===== src/rtl/ahb_arbiter.sv =====
// ahb_arbiter: round-robin AHB bus arbiter with fixed-burst and locked-sequence
// ownership hold.
//
// Ports:
//   h_clk          clock, rising edge
//   h_resetn       asynchronous active-low reset
//   h_busreq       per-master bus request
//   h_lock         per-master locked-sequence request
//   h_trans        transfer type of the address-phase owner
//   h_burst        burst type of the address-phase owner
//   h_ready        transfer done; nothing moves while low
//   h_grant        registered one-hot grant
//   h_master       address-phase owner index (address/control mux select)
//   h_master_data  data-phase owner index (wdata mux select)
//   h_mastlock     current address phase is part of a locked sequence
//
// state     | meaning
// ----------+-----------------------------------------------------------
// ST_PARK   | nobody requests, grant parked on master 0
// ST_OWN    | granted master may transfer, re-arbitrate on every ready
// ST_BURST  | fixed-length burst running, grant frozen until last beat
// ST_LOCKED | owner holds h_lock, grant frozen until lock drops on IDLE

module ahb_arbiter #(
   parameter int NUM_MST      = 4,
   parameter int MST_ID_WIDTH = 2,
   parameter int HBURST_WIDTH = 3
) (
   input  logic                    h_clk,
   input  logic                    h_resetn,
   input  logic [NUM_MST-1:0]      h_busreq,
   input  logic [NUM_MST-1:0]      h_lock,
   input  logic [1:0]              h_trans,
   input  logic [HBURST_WIDTH-1:0] h_burst,
   input  logic                    h_ready,
   output logic [NUM_MST-1:0]      h_grant,
   output logic [MST_ID_WIDTH-1:0] h_master,
   output logic [MST_ID_WIDTH-1:0] h_master_data,
   output logic                    h_mastlock
);

   localparam logic [1:0] TRANS_IDLE   = 2'b00;
   localparam logic [1:0] TRANS_NONSEQ = 2'b10;
   localparam logic [1:0] TRANS_SEQ    = 2'b11;

   typedef enum logic [1:0] {
      ST_PARK   = 2'd0,
      ST_OWN    = 2'd1,
      ST_BURST  = 2'd2,
      ST_LOCKED = 2'd3
   } state_t;

   state_t                  state, state_nxt;
   logic [NUM_MST-1:0]      grant_nxt;
   logic [MST_ID_WIDTH-1:0] rr_ptr, ptr_nxt;
   logic [MST_ID_WIDTH-1:0] grant_idx, win_idx;
   logic                    win_found;
   logic [MST_ID_WIDTH:0]   cand;
   logic [3:0]              beat_cnt, cnt_nxt, burst_load;

   // Remaining SEQ beats after the NONSEQ; zero means no fixed length.
   always_comb begin
      burst_load = 4'd0;
      case (h_burst)
         HBURST_WIDTH'(2), HBURST_WIDTH'(3): burst_load = 4'd3;
         HBURST_WIDTH'(4), HBURST_WIDTH'(5): burst_load = 4'd7;
         HBURST_WIDTH'(6), HBURST_WIDTH'(7): burst_load = 4'd15;
         default:                            burst_load = 4'd0;
      endcase
   end

   always_comb begin
      grant_idx = '0;
      for (int i = 0; i < NUM_MST; i++)
         if (h_grant[i]) grant_idx = MST_ID_WIDTH'(i);
   end

   // First requester at or after rr_ptr, wrapping; rr_ptr is always < NUM_MST
   // so a single conditional subtract is enough for the wrap.
   always_comb begin
      win_found = 1'b0;
      win_idx   = '0;
      cand      = '0;
      for (int i = 0; i < NUM_MST; i++) begin
         cand = {1'b0, rr_ptr} + (MST_ID_WIDTH+1)'(i);
         if (cand >= (MST_ID_WIDTH+1)'(NUM_MST))
            cand = cand - (MST_ID_WIDTH+1)'(NUM_MST);
         if (!win_found && h_busreq[cand[MST_ID_WIDTH-1:0]]) begin
            win_found = 1'b1;
            win_idx   = cand[MST_ID_WIDTH-1:0];
         end
      end
   end

   always_comb begin
      state_nxt = state;
      grant_nxt = h_grant;
      ptr_nxt   = rr_ptr;
      cnt_nxt   = beat_cnt;
      if (h_ready) begin
         if (h_trans == TRANS_NONSEQ)
            cnt_nxt = burst_load;
         else if (h_trans == TRANS_SEQ && beat_cnt != 4'd0)
            cnt_nxt = beat_cnt - 4'd1;

         case (state)
            ST_PARK, ST_OWN: begin
               // Lock and fixed bursts freeze the current grant before any
               // re-arbitration is considered.
               if (h_lock[grant_idx]) begin
                  state_nxt = ST_LOCKED;
               end else if (h_trans == TRANS_NONSEQ && burst_load != 4'd0) begin
                  state_nxt = ST_BURST;
               end else if (win_found) begin
                  state_nxt          = ST_OWN;
                  grant_nxt          = '0;
                  grant_nxt[win_idx] = 1'b1;
                  ptr_nxt = (win_idx == MST_ID_WIDTH'(NUM_MST-1)) ? '0
                          : win_idx + MST_ID_WIDTH'(1);
               end else begin
                  state_nxt = ST_PARK;
                  grant_nxt = NUM_MST'(1);
               end
            end
            ST_BURST: begin
               if (h_trans == TRANS_SEQ && beat_cnt == 4'd1)
                  state_nxt = ST_OWN;
            end
            ST_LOCKED: begin
               if (!h_lock[grant_idx] && h_trans == TRANS_IDLE)
                  state_nxt = ST_OWN;
            end
            default: state_nxt = ST_PARK;
         endcase
      end
   end

   always_ff @(posedge h_clk or negedge h_resetn) begin
      if (!h_resetn) begin
         state         <= ST_PARK;
         h_grant       <= NUM_MST'(1);
         rr_ptr        <= '0;
         beat_cnt      <= 4'd0;
         h_master      <= '0;
         h_master_data <= '0;
         h_mastlock    <= 1'b0;
      end else begin
         state    <= state_nxt;
         h_grant  <= grant_nxt;
         rr_ptr   <= ptr_nxt;
         beat_cnt <= cnt_nxt;
         if (h_ready) begin
            h_master      <= grant_idx;
            h_master_data <= h_master;
            h_mastlock    <= h_lock[grant_idx];
         end
      end
   end

endmodule


===== config.mk =====
export PLATFORM = sky130hd
export DESIGN_NAME = ahb_arbiter
export DESIGN_NICKNAME = d
export VERILOG_FILES = /design/src/rtl/ahb_arbiter.sv
export SDC_FILE = /design/constraint.sdc
export NUM_CORES = 1
export LEC_CHECK = 0
export ABC_AREA = 1
export CELL_PAD_IN_SITES_DETAIL_PLACEMENT = 1
export CELL_PAD_IN_SITES_GLOBAL_PLACEMENT = 2
export CORE_ASPECT_RATIO = 0.7
export CORE_MARGIN = 8
export CORE_UTILIZATION = 28
export DETAILED_ROUTE_END_ITERATION = 16
export PLACE_DENSITY = 0.79
export SLEW_MARGIN = 20
export SYNTH_ARGS = -nofsm -noshare
export SYNTH_HDL_FRONTEND = slang
export SYNTH_SLANG_ARGS = --single-unit

===== constraint.sdc =====
create_clock -name h_clk -period 2.2 [get_ports h_clk]
set_clock_uncertainty 0.05 [all_clocks]
set_input_delay 0.44 -clock h_clk [delete_from_list [all_inputs] [get_ports h_clk]]
set_output_delay 0.44 -clock h_clk [all_outputs]
set_load 0.1 [all_outputs]

==> reports/results.txt <==
first-pass GRT wire length -> 6.23 mm
Die W -> 96.7 um
metal3 WL -> 126 um
setup violators final -> 0
max cap viols -> 0
input/output buffers -> 23
most common cell in the netlist -> nand2_1
CTS Root Cell -> clkbuf_8
RD Place Congestion -> 0.822
Unique masters post-synth -> 26
final worst slack -> 0.156 ns
Crit Path Max Fanout -> 3
CP Data Arrival Time -> 2.13 ns
Initial Util -> 29.3%
DR vias/cell -> 4.63
measured slew at the worst slew-check pin -> 0.766 ns
Post-CTS Hold Fix Bufs -> 0
dpl hpwl -> 3.01 mm
Final Util -> 38.6%
clk buf depth -> 2
number of global-route vias before repair -> 1337
Remaining DRCs -> 0
largest area contributor in the netlist -> dfrtp_1
post-route minimum period -> 2.04 ns
initial antenna violation count -> 0
pre-CTS WS -> -0.173 ns
CTS tree -> built
GRT Util Overall -> 10.7%
Yosys top cell area share -> 31.4%
Syn Nets -> 209
cell area after synthesis -> 1270 um2
slew margin rel. -> 48.7%
Setup Buffers After CTS -> 0
Synth Instances -> 187
non-filler cells, final -> 279
Clock Sink Count -> 17
Max Fclk -> 0.489 GHz
largest net degree at the start of global routing -> 18
Synth top cells by count -> 62 x nand2_1, 23 x inv_1, 16 x dfrtp_1, 15 x nand3_1, 12 x nor2_1
crit start category -> input pin
Clock Pin Slew Worst Setup and Hold Paths -> 0.07 ns
final hold violation count -> 0
worst vdd ir -> 0.735 mV
outcome -> complete, no violations
P_leak -> 0.889 nW
synth warn -> 0
Skew-Pair Late Insertion Delay -> 0.25 ns
final-report max-slew violation count -> 0
io pins -> 25
total grt overflow -> 0
sequential area share after synthesis -> 33.5%
Die ar. -> 7000 um2
routed via count -> 1292
Main synth FF type -> dfrtp_1
DR top layer -> met4
Final nets -> 247
Wirelength per Cell -> 12.9 um
Iteration-0 DRC Markers -> 54
async set or reset register ratio after synthesis -> 100%
Core ar. -> 4350 um2
top cells by area, synth -> dfrtp_1 31%, nand2_1 18%, inv_1 6.8%, ha_1 5.9%, nand3_1 5.9%
HP Class -> flop to flop
#FFs+latches synth -> 17
Synth-to-Final Area Change -> 31.9%
Tcrit/Tclk final -> 92.9%
power per standard cell area -> 1530 nW/um2
proportion of layout cells with a drive suffix above 1 -> 24.6%
EDFF count, synth -> 0
antenna-violating nets left -> 0
Crit path required time -> 2.29 ns
RSZ-0062 raised after global routing -> no
die height -> 72.5 um
crit end category -> flop
routed length on met2 -> 1.71 mm
Crit Path Category -> input pin to flop
# rows -> 20
CTS Buf Count -> 3
H-tree depth -> 1
1st-pass router iterations -> 4
# diodes -> 0
Avg Cell Area, Syn -> 6.82 um2
WL met1 -> 1.73 mm
drt total wl -> 3.61 mm
DP Cell Count -> 275
## kinds of logic (layout without fill, tap and decap cells)
group                      count (synthesis)  after routing  share of synthesized area (%)
DFF                                       17             17                           33.5
buffers and inverters                     32             69                           10.4
AOI/OAI and AO/OA                         22             22                           9.72
adders and majority gates                  6              6                           5.89
and+or+nand+nor                          110            110                           40.5
## timing repair
action | in CTS | in global routing
gates resized for setup | 0 | 4
endpoints found under the hold margin | 0 | 0
endpoints found under the setup margin | 0 | 3
## where the power goes
part	switching (mW)	internal [mW]	total (mW)	leakage, nW
Sequential	0.117	0.442	0.559	0.203
Clock	0.103	0.128	0.232	0.0228
Combinational	1.24	0.543	1.78	0.662
## final cells by class
cell class	instances	area, um2
flip-flops and latches	17	428
fillers	571	2670
multi-input cells	138	726
inverters	29	109
repair buffers	36	305
clock buffers	4	45.0
well taps	55	68.8
## through the flow
stage	hold WS [ns]	total power [mW]	setup TNS, ns	area, um2
after floorplan	0.0944	1.87	0	1270
after global placement	0.407	2.27	-0.137	1630
after detailed placement	0.411	2.34	-0.686	1630
after CTS	0.428	2.59	0	1670
after global routing	0.475	2.80	0	1680
final	0.423	2.57	0	1680
## final timing paths
path	from	to	slack [ns]	depth (start not counted)
worst max-delay path	h_busreq[0]	rr_ptr[1]$_DFFE_PN0P_	0.16	13
worst min-delay path	h_master_data[1]$_DFFE_PN0P_	h_master_data[1]$_DFFE_PN0P_	0.42	2
worst max register to register	rr_ptr[0]$_DFFE_PN0P_	rr_ptr[1]$_DFFE_PN0P_	0.21	12
worst min register to register	h_master_data[1]$_DFFE_PN0P_	h_master_data[1]$_DFFE_PN0P_	0.42	2
max in group asynchronous	h_resetn	h_grant[0]$_DFFE_PN1P_	1.37	2
min in group asynchronous	h_resetn	h_grant[2]$_DFFE_PN0P_	0.48	2
## worst max-delay path, cell delays in order
cell and delay [ns]:
clkdlybuf4s50_1 0.47, inv_1 0.05, nand2_1 0.10, nand3_1 0.10, nand2_2 0.11, inv_1 0.09, nand3b_1 0.10, nand3_1 0.09
nand2_2 0.10, inv_2 0.05, ha_1 0.27, nand3_1 0.10, nand2_1 0.06
## cell usage in the layout (no fill, tap or decap), drive strengths merged
master         Yosys  final
nand2             74     74
inv               29     29
buf                3     22
nand3             17     17
dfrtp             16     16
o21ai             15     15
clkdlybuf4s50      0     14
nor2              14     14
ha                 6      6
a31oi              5      5
clkbuf             0      4
nor3               3      3
a21oi              2      2
nand3b             1      1
nand4              1      1
dfstp              1      1
## routing by layer
metal | GRT usage (%) | vias to the layer above
met4 | 2.04 | 0
met1 | 13.3 | 607
met2 | 18.3 | 25
met3 | 2.94 | 4
met5 | 0 | -
li1 | - | 656
## state kept, by name, summed over array words and instances, names as in the netlist
register	count
h_master_data	2
beat_cnt	4
h_mastlock	1
state	2
rr_ptr	2
h_grant	4
h_master	2
No activity file was read; power rests on OpenSTA's default activity.
